`src/rtl/exe_stage.sv`:
```
// Execute stage of the 8-bit RISC pipeline: operand forwarding, ALU, Z/N flags,
// branch resolution and the EXE/WB result register.
// Optional iterative multiplier (opcode F) is built when EXE_MUL_EN is defined;
// without it opcode F behaves as a NOP and busy is tied low.
module exe_stage #(
    parameter int unsigned DW      = 8,
    parameter int unsigned RW      = 2,
    parameter int unsigned MUL_CYC = 8
) (
    input  logic          clk,
    input  logic          rst,
    input  logic          in_valid,
    input  logic [3:0]    opcode,
    input  logic [RW-1:0] ra_addr,
    input  logic [RW-1:0] rb_addr,
    input  logic [DW-1:0] ra_data,
    input  logic [DW-1:0] rb_data,
    input  logic [DW-1:0] imm,
    input  logic          wb_we,
    input  logic [RW-1:0] wb_addr,
    input  logic [DW-1:0] wb_data,
    output logic          busy,
    output logic          ex_valid,
    output logic          ex_we,
    output logic [RW-1:0] ex_rd,
    output logic [DW-1:0] ex_result,
    output logic [1:0]    flags_zn,
    output logic          br_taken,
    output logic [DW-1:0] br_target
);

    localparam logic [3:0] OP_ADD = 4'h1;
    localparam logic [3:0] OP_SUB = 4'h2;
    localparam logic [3:0] OP_AND = 4'h3;
    localparam logic [3:0] OP_OR  = 4'h4;
    localparam logic [3:0] OP_XOR = 4'h5;
    localparam logic [3:0] OP_NOT = 4'h6;
    localparam logic [3:0] OP_SHL = 4'h7;
    localparam logic [3:0] OP_SHR = 4'h8;
    localparam logic [3:0] OP_LDI = 4'h9;
    localparam logic [3:0] OP_MOV = 4'hA;
    localparam logic [3:0] OP_CMP = 4'hB;
    localparam logic [3:0] OP_BRZ = 4'hC;
    localparam logic [3:0] OP_BRN = 4'hD;
    localparam logic [3:0] OP_JMP = 4'hE;
    localparam logic [3:0] OP_MUL = 4'hF;

    // The shift-add multiplier walks one bit of B per cycle.
    if (MUL_CYC != DW) begin : g_cfg_check
        $error("exe_stage: MUL_CYC must equal DW");
    end

    logic [DW-1:0] op_a_c;
    logic [DW-1:0] op_b_c;
    logic [DW-1:0] alu_res_c;
    logic          alu_we_c;
    logic          alu_flag_c;
    logic          alu_taken_c;

    // Operand forwarding: EXE/WB register first, then writeback port, then register file.
    always_comb begin
        op_a_c = ra_data;
        op_b_c = rb_data;
        if (ex_valid && ex_we && (ex_rd == ra_addr)) begin
            op_a_c = ex_result;
        end else if (wb_we && (wb_addr == ra_addr)) begin
            op_a_c = wb_data;
        end
        if (ex_valid && ex_we && (ex_rd == rb_addr)) begin
            op_b_c = ex_result;
        end else if (wb_we && (wb_addr == rb_addr)) begin
            op_b_c = wb_data;
        end
    end

    // Single-cycle ALU, write enable, flag update enable and branch decision.
    always_comb begin
        alu_res_c   = '0;
        alu_we_c    = 1'b0;
        alu_flag_c  = 1'b0;
        alu_taken_c = 1'b0;
        case (opcode)
            OP_ADD: begin alu_res_c = op_a_c + op_b_c;       alu_we_c = 1'b1; alu_flag_c = 1'b1; end
            OP_SUB: begin alu_res_c = op_a_c - op_b_c;       alu_we_c = 1'b1; alu_flag_c = 1'b1; end
            OP_AND: begin alu_res_c = op_a_c & op_b_c;       alu_we_c = 1'b1; alu_flag_c = 1'b1; end
            OP_OR:  begin alu_res_c = op_a_c | op_b_c;       alu_we_c = 1'b1; alu_flag_c = 1'b1; end
            OP_XOR: begin alu_res_c = op_a_c ^ op_b_c;       alu_we_c = 1'b1; alu_flag_c = 1'b1; end
            OP_NOT: begin alu_res_c = ~op_a_c;               alu_we_c = 1'b1; alu_flag_c = 1'b1; end
            OP_SHL: begin alu_res_c = op_a_c << imm[2:0];    alu_we_c = 1'b1; alu_flag_c = 1'b1; end
            OP_SHR: begin alu_res_c = op_a_c >> imm[2:0];    alu_we_c = 1'b1; alu_flag_c = 1'b1; end
            OP_LDI: begin alu_res_c = imm;                   alu_we_c = 1'b1; end
            OP_MOV: begin alu_res_c = op_a_c;                alu_we_c = 1'b1; end
            OP_CMP: begin alu_res_c = op_a_c - op_b_c;       alu_flag_c = 1'b1; end
            OP_BRZ: alu_taken_c = flags_zn[1];
            OP_BRN: alu_taken_c = flags_zn[0];
            OP_JMP: alu_taken_c = 1'b1;
            default: ;
        endcase
    end

`ifdef EXE_MUL_EN
    localparam int unsigned CW = (MUL_CYC > 1) ? $clog2(MUL_CYC) : 1;

    typedef enum logic {S_IDLE, S_MUL} state_t;

    state_t        state;
    state_t        state_d;
    logic [DW-1:0] mul_a;
    logic [DW-1:0] mul_b;
    logic [DW-1:0] acc;
    logic [CW-1:0] cnt;
    logic [DW-1:0] acc_nxt_c;
    logic          mul_last_c;

    // Multiplier FSM state register.
    always_ff @(posedge clk or posedge rst) begin
        if (rst) begin
            state <= S_IDLE;
        end else begin
            state <= state_d;
        end
    end

    // Next state, busy and the shift-add step.
    always_comb begin
        state_d    = state;
        busy       = 1'b0;
        mul_last_c = (cnt == CW'(MUL_CYC - 1));
        acc_nxt_c  = acc + (mul_b[cnt] ? (mul_a << cnt) : '0);
        case (state)
            S_IDLE: begin
                if (in_valid && (opcode == OP_MUL) && !rst) begin
                    busy    = 1'b1;
                    state_d = S_MUL;
                end
            end
            S_MUL: begin
                busy = 1'b1;
                if (mul_last_c) begin
                    state_d = S_IDLE;
                end
            end
            default: state_d = S_IDLE;
        endcase
    end
`else
    assign busy = 1'b0;
`endif

    // EXE/WB register, flags and branch redirect.
    always_ff @(posedge clk or posedge rst) begin
        if (rst) begin
            ex_valid  <= 1'b0;
            ex_we     <= 1'b0;
            ex_rd     <= '0;
            ex_result <= '0;
            flags_zn  <= 2'b00;
            br_taken  <= 1'b0;
            br_target <= '0;
`ifdef EXE_MUL_EN
            mul_a     <= '0;
            mul_b     <= '0;
            acc       <= '0;
            cnt       <= '0;
`endif
        end else begin
            br_taken <= 1'b0;
`ifdef EXE_MUL_EN
            if (state == S_MUL) begin
                if (mul_last_c) begin
                    ex_valid  <= 1'b1;
                    ex_we     <= 1'b1;
                    ex_result <= acc_nxt_c;
                    flags_zn  <= {acc_nxt_c == '0, acc_nxt_c[DW-1]};
                end else begin
                    ex_valid  <= 1'b0;
                    ex_we     <= 1'b0;
                end
                acc <= acc_nxt_c;
                cnt <= cnt + CW'(1);
            end else if (in_valid && (opcode == OP_MUL)) begin
                mul_a    <= op_a_c;
                mul_b    <= op_b_c;
                acc      <= '0;
                cnt      <= '0;
                ex_valid <= 1'b0;
                ex_we    <= 1'b0;
                ex_rd    <= rb_addr;
            end else
`endif
            if (in_valid) begin
                ex_valid  <= 1'b1;
                ex_we     <= alu_we_c;
                ex_rd     <= rb_addr;
                ex_result <= alu_res_c;
                if (alu_flag_c) begin
                    flags_zn <= {alu_res_c == '0, alu_res_c[DW-1]};
                end
                if (alu_taken_c) begin
                    br_taken  <= 1'b1;
                    br_target <= imm;
                end
            end else begin
                ex_valid <= 1'b0;
                ex_we    <= 1'b0;
            end
        end
    end

endmodule

```
`config.mk`:
```
export PLATFORM = sky130hd
export DESIGN_NAME = exe_stage
export DESIGN_NICKNAME = d
export VERILOG_FILES = /design/src/rtl/exe_stage.sv
export SDC_FILE = /design/constraint.sdc
export NUM_CORES = 1
export LEC_CHECK = 0
export ABC_AREA = 1
export CORE_MARGIN = 1
export CORE_UTILIZATION = 57
export CTS_CLUSTER_DIAMETER = 100
export DETAILED_ROUTE_END_ITERATION = 8
export PLACE_DENSITY_LB_ADDON = 0.25
export REMOVE_ABC_BUFFERS = 1
export SETUP_SLACK_MARGIN = 0.3
export SYNTH_ARGS = -nofsm -noshare
export SYNTH_HDL_FRONTEND = slang
export SYNTH_SLANG_ARGS = --single-unit
```
`constraint.sdc`:
```
create_clock -name clk -period 5.45 [get_ports clk]
set_input_delay 1.09 -clock clk [delete_from_list [all_inputs] [get_ports clk]]
set_output_delay 1.09 -clock clk [all_outputs]
set_load 0.005 [all_outputs]
```
==> results of run 1 <==
==> layer usage <==
layer / share of wire, % / track usage, %
met5: 0 / 0
met4: 4.0 / 17.0
met3: 8.0 / 6.05
met2: 47 / 64.7
met1: 41 / 45.1
==> state kept, by name, summed over array words and instances (netlist names) <==
name       count
br_target      8
ex_result      8
ex_rd          2
flags_zn       2
br_taken       1
ex_valid       1
ex_we          1
==> worst max-delay path, delay by kind of cell <==
family          cells  cell delay (ps)
xor+xnor            1              100
simple gates       15             1890
buf+inv             1              510
fa+ha+maj           1              330
compound gates      3              870
==> Yosys cell counts, drive strengths merged <==
master	n	area (um2)
clkbuf	6	22.5
o22ai	4	25.0
inv	85	319
nand3	95	505
ha	21	263
a21boi	1	7.51
nor2	50	203
o31ai	1	7.51
conb	1	3.75
or2	5	31.3
a31oi	2	12.5
nand3b	1	7.51
clkinv	2	7.51
xnor2	3	33.8
o211ai	2	15.0
xor2	6	52.6
o21ai	33	176
nand4	8	50.1
nand2	191	749
a21oi	18	109
a211oi	1	7.51
a221oi	2	17.5
fa	1	20.0
nor3	2	10.0
dfrtp	23	576
a2111oi	1	8.76
buf	8	58.8
==> power breakdown <==
part	internal [mW]	switching, mW	total, mW	leakage [nW]
clock	0.0512	0.0627	0.114	0.0255
sequential	0.202	0.0269	0.229	0.292
combinational	0.199	0.274	0.473	1.80
total	0.453	0.364	0.816	2.12
==> worst paths after layout <==
path	start	to	slack (ps)
max in group asynchronous	rst	ex_valid	3530
hold / removal	br_target[6]	br_target[6]	490
min in group asynchronous	rst	ex_rd[0]	1340
setup reg to reg	ex_rd[0]	flags_zn[1]	1740
hold reg to reg	br_target[6]	br_target[6]	490
setup / recovery	rb_addr[1]	flags_zn[1]	850
==> cell families after synthesis <==
| group | synth area share [%] |
|---|---|
| buffers and inverters | 12.4 |
| AND/OR/NAND/NOR | 47.2 |
| adder cells (fa/ha/maj) | 8.57 |
| other | 0.114 |
| flip-flops | 17.4 |
| AO/OA/AOI/OAI | 11.7 |
| XOR/XNOR | 2.62 |
==> cell usage in the layout, fill, tap and decap left out, drive strengths merged <==
cell           Yosys  final
a2111oi            1      1
a211oi             1      1
a21boi             1      1
a21oi             18     18
a221oi             2      2
a31oi              2      2
buf                8      1
clkbuf             6      3
clkdlybuf4s50      0     68
clkinv             2      3
conb               1      1
dfrtp             23     23
fa                 1      1
ha                21     21
inv               85     85
nand2            191    191
nand3             95     95
nand3b             1      1
nand4              8      8
nor2              50     50
nor3               2      2
o211ai             2      2
o21ai             33     33
o22ai              4      4
o31ai              1      1
or2                5      5
xnor2              3      3
xor2               6      6
==> per-stage QoR <==
stage / utilization [%] / instances / total power [mW] / hold WS [ps]
3_3_place_gp: 72.1 / 700 / 0.680 / 461
2_1_floorplan: - / 559 / 0.499 / 472
3_5_place_dp: 72.1 / 700 / 0.692 / 472
6_report: 73.0 / 704 / 0.816 / 492
4_1_cts: 73.0 / 704 / 0.807 / 496
5_1_grt: 73.0 / 704 / 0.877 / 524
==> cell type report <==
type | count | area, um2 | share of cell area (%)
Multi-Input combinational cell | 449 | 2320 | 57.3
Timing Repair Buffer | 69 | 688 | 17.0
Sequential cell | 23 | 576 | 14.2
Inverter | 87 | 327 | 8.08
Tap cell | 72 | 90.1 | 2.23
Clock buffer | 3 | 41.3 | 1.02
Clock inverter | 1 | 5.00 | 0.124
==> impl_metrics.py, run 1 <==
metrics = {
    "placement": {
        "postPlaceCellArea_um2": 4000,
        "portBuffers": 68,
        "gp_congestion": 1.06,
        "hpwlAfterDp_um": 8950,
        "dpl_worst_slack_ps": 696,
    },
    "critical_path": {
        "end_kind": "flop",
        "cp.required_ps": 5670,
        "reg2reg_depth": 20,
        "crit_path_frequent_cell": "nand2_1",
        "cp_slowest_cell": "clkdlybuf4s50_1",
        "worstPathArrival_ps": 4820,
        "cp_max_fo": 15,
        "path_cells": "clkdlybuf4s50_1 > a21oi_1 > nand3_2 > o21ai_2 > nand3_2 > o21ai_0 > xor2_1 > ha_1 > nand2_1 > or2_2 > nand3_1 > nand2_1 > nand3_1 > nand4_1 > nor2_1 > nand3_1 > nor2_1 > nand2_1 > nor2_1 > nand2_1 > nand2_1",
        "start_kind": "input port",
        "path_class": "in2reg",
        "max_stage_delay_ps": 510,
    },
    "power_and_ir_drop": {
        "power_leakage_nw": 2.12,
        "pwr_density_cell_nw_per_um2": 202,
        "peakVddDrop_mv": 0.140,
    },
    "logic_synthesis": {
        "netlist_area_um2": 3300,
        "yosys.cell_types.count": 42,
        "synth_warnings": 0,
        "synth_cells": 573,
        "ys_ff_latch": 23,
        "ys_seq_area_share_pct": 17.4,
        "syn_area_per_cell_um2": 5.76,
    },
    "timing": {
        "tightest_slew_ps": 967,
        "relSlewSlack_pct": 35.5,
        "rsz0062_at_grt": "no",
        "setup_tns_ps": 0,
        "hold_viol_final": 0,
        "setup_viol": 0,
        "timing.final.max_slew_violations": 0,
        "period_minus_slack_ps": 4600,
        "fin_ws_ps": 847,
        "period_share_pct": 84.5,
        "skew_ps": 2.19,
        "max_freq_mhz": 217,
    },
    "final_layout": {
        "final_nets": 701,
        "diodes": 0,
        "fin_area_um2": 4040,
        "area_delta_synth_final_pct": 22.5,
        "post_route_cells_drive_above_1_share_pct": 6.65,
        "nFillCells": 495,
    },
    "clock_network": {
        "cts_setup_buffers": 0,
        "holdBufCountCts": 0,
        "clk_latency_ps": 270,
        "cts_buffers": 3,
        "cts_max_level": 1,
        "clockBufferDepth": 2,
        "cts_resized": 0,
        "clk_pin_slew_ps": 90,
        "clock-sinks": 23,
        "cts_tree": "yes",
        "cts-root-buf": "clkbuf_8",
    },
    "die": {
        "die_h_um": 78.1,
        "die_w_um": 78.1,
        "die_area_um2": 6100,
        "rows": 27,
        "start_util_pct": 59.6,
        "design.core.area_um2": 5540,
        "io_pins": 70,
    },
    "routing": {
        "vias": 4058,
        "route.detailed.drc": 0,
        "wire_per_inst_um": 15.7,
        "routed_wirelength_um": 11100,
        "ant_nets": 0,
        "drt_first_pass_iters": 6,
        "via_per_inst": 5.76,
        "drtIter0Drc": 326,
    },
    "global_routing": {
        "grt-ovfl-total": 0,
        "grt_max_degree": 24,
        "grtUsageTotal_pct": 37.4,
        "antenna_found_initial": 0,
        "grt_pass1_wl_um": 17800,
        "grt_pass1_vias": 3858,
    },
    "run_status": {
        "status": "complete, no violations",
    },
    "min_path": {
        "hold_depth": 2,
        "hold_class": "reg2reg",
    },
    "job": {
        "maxCapViolCount": 0,
    },
}
Power figures use the tool's default switching activity.
==> inputs of run 2 (changes only) <==
--- a/config.mk
+++ b/config.mk
@@ -7,7 +7,7 @@
 export LEC_CHECK = 0
 export ABC_AREA = 1
 export CORE_MARGIN = 1
-export CORE_UTILIZATION = 57
+export CORE_UTILIZATION = 53
 export CTS_CLUSTER_DIAMETER = 100
 export DETAILED_ROUTE_END_ITERATION = 8
 export PLACE_DENSITY_LB_ADDON = 0.25
==> constraint.sdc (replaced) <==
create_clock -name clk -period 4.4 [get_ports clk]
set_input_delay 0.88 -clock clk [delete_from_list [all_inputs] [get_ports clk]]
set_output_delay 0.88 -clock clk [all_outputs]
set_load 0.005 [all_outputs]
==> impl_metrics.py, run 2 (synthesis results as in run 1) <==
metrics = {
    "final_layout": {
        "fin_cells": 728,
        "area_delta_synth_final_pct": 30.1,
        "top_regs": "br_target: 8 flops, ex_result: 8 flops",
        "diodes": 0,
        "final_util_pct": 72.1,
        "final_common_cell": "nand2_1",
        "layout_common_cells": "178 x nand2_1, 89 x nand3_1, 80 x inv_1, 63 x clkdlybuf4s50_1, 44 x nor2_1",
        "fin_area_um2": 4290,
        "post_route_cells_drive_above_1_share_pct": 11.8,
        "final_nets": 722,
    },
    "clock_network": {
        "clock-sinks": 23,
        "cts-root-buf": "clkbuf_8",
        "cts_tree": "yes",
        "holdBufCountCts": 0,
        "clk_latency_ps": 290,
        "clk_pin_slew_ps": 100,
        "clockBufferDepth": 2,
        "cts_max_level": 1,
        "cts_buffers": 3,
    },
    "global_routing": {
        "antenna_found_initial": 0,
        "grt_max_degree": 24,
        "grtUsageTotal_pct": 36.8,
        "grt_pass1_vias": 3813,
        "grt_pass1_wl_um": 18100,
        "grt-ovfl-total": 0,
    },
    "power_and_ir_drop": {
        "peakVddDrop_mv": 0.178,
        "p_switching_mw": 0.490,
        "pwr-share-comb_pct": 59.6,
        "power_mw": 1.08,
        "pwr_density_cell_nw_per_um2": 252,
        "clkPwrFrac_pct": 14.0,
        "internal_power_mw": 0.592,
        "p_sw_share_pct": 45.3,
        "pwr-share-seq_pct": 26.4,
        "power_leakage_nw": 2.26,
    },
    "placement": {
        "hpwlAfterDp_um": 9520,
        "dp_cells": 714,
        "portBuffers": 68,
        "postPlaceCellArea_um2": 4080,
        "dpl_worst_slack_ps": -125,
        "gp_congestion": 1.00,
    },
    "critical_path": {
        "path_class": "in2reg",
        "end_kind": "flop",
        "crit_path_frequent_cell": "nand2_1",
        "cp_slowest_cell": "ha_1",
        "cp_top_family": "simple AND/OR/NAND/NOR gates",
        "cp.required_ps": 4630,
        "cp_max_fo": 8,
        "worst-path-buf-inv": 2,
        "start_kind": "input port",
        "max_stage_delay_ps": 390,
        "worstPathArrival_ps": 4150,
    },
    "timing": {
        "setup_viol": 0,
        "max_freq_mhz": 255,
        "hold_viol_final": 0,
        "relSlewSlack_pct": 32.8,
        "holdWs_ps": 497,
        "setup_tns_ps": 0,
        "tightest_slew_ps": 1010,
        "skew_ps": 8.73,
        "period_minus_slack_ps": 3920,
        "timing.final.max_slew_violations": 0,
        "period_share_pct": 89.1,
        "fin_ws_ps": 481,
        "rsz0062_at_grt": "no",
    },
    "routing": {
        "drt_first_pass_iters": 7,
        "ant_nets": 0,
        "route.detailed.drc": 0,
        "wire_per_inst_um": 16.6,
        "via_per_inst": 5.77,
        "drtIter0Drc": 578,
        "routed_wirelength_um": 12100,
        "vias": 4199,
    },
    "run_status": {
        "status": "complete, no violations",
    },
    "die": {
        "die_w_um": 80.9,
        "io_pins": 70,
        "die_h_um": 80.9,
        "rows": 28,
        "die_area_um2": 6540,
        "start_util_pct": 55.4,
        "design.core.area_um2": 5960,
    },
    "job": {
        "maxCapViolCount": 0,
    },
    "min_path": {
        "hold_class": "reg2reg",
    },
}
run 2: final timing paths:
kind,start,end,slack (ps),cells after the start
min in group asynchronous,rst,ex_we,1120,2
worst max register to register,ex_rd[0],flags_zn[1],930,22
worst min-delay path,br_target[0],br_target[0],500,2
worst max-delay path,rb_addr[0],flags_zn[1],480,26
max in group asynchronous,rst,ex_result[0],2660,2
worst min register to register,br_target[0],br_target[0],500,2
run 2: final cells by class:
class | count | area [um2]
clock buffer | 3 | 41.3
clock inverter | 1 | 5.00
fill | 543 | 1660
inverter | 87 | 327
multi-input combinational | 451 | 2420
sequential | 23 | 576
tap | 75 | 93.8
timing repair buffer | 88 | 836
run 2: per-layer routing:
metal	GRT usage (%)	part of all wire (%)
met2	62.9	46
met3	6.29	9.2
met1	44.6	40
met5	0	0
met4	16.8	4.7
run 2: power groups by stage:
stage / Combinational, mW / Sequential [mW] / Clock (mW)
floorplan: 0.334 / 0.284 / 0
finish: 0.645 / 0.286 / 0.151
CTS: 0.590 / 0.284 / 0.150
global placement: 0.571 / 0.286 / 0
detailed placement: 0.582 / 0.288 / 0
global route: 0.705 / 0.289 / 0.161
run 2: worst register-to-register path, stage by stage (launching register included):
cell     delay [ps]
dfrtp_1         440
xnor2_2         310
nand3_4         170
inv_1           130
nand2_1          90
nand2_2         140
nand3_2         110
o21ai_2         180
xor2_1           90
ha_1            390
nand2_2         100
or2_2           310
nand3_1          70
nand2_1          50
nand3_1          70
nand4_1         120
nor2_1          130
nand3_1         110
nor2_1          140
nand2_1          70
nor2_1           90
nand2_1          60
nand2_1          60
run 2: what timing repair did:
item,4_1_cts,5_1_grt
gates resized for setup,5,20
cloned,0,2
endpoints found under the setup margin,4,6
pin swaps,0,12
buffers inserted,0,8
==> inputs of run 3 (changes only) <==
--- a/config.mk
+++ b/config.mk
@@ -16,3 +16,4 @@
 export SYNTH_ARGS = -nofsm -noshare
 export SYNTH_HDL_FRONTEND = slang
 export SYNTH_SLANG_ARGS = --single-unit
+export TNS_END_PERCENT = 30
==> results of run 3 <==
The final DEF is identical to that of run 2; final timing and power are the same.
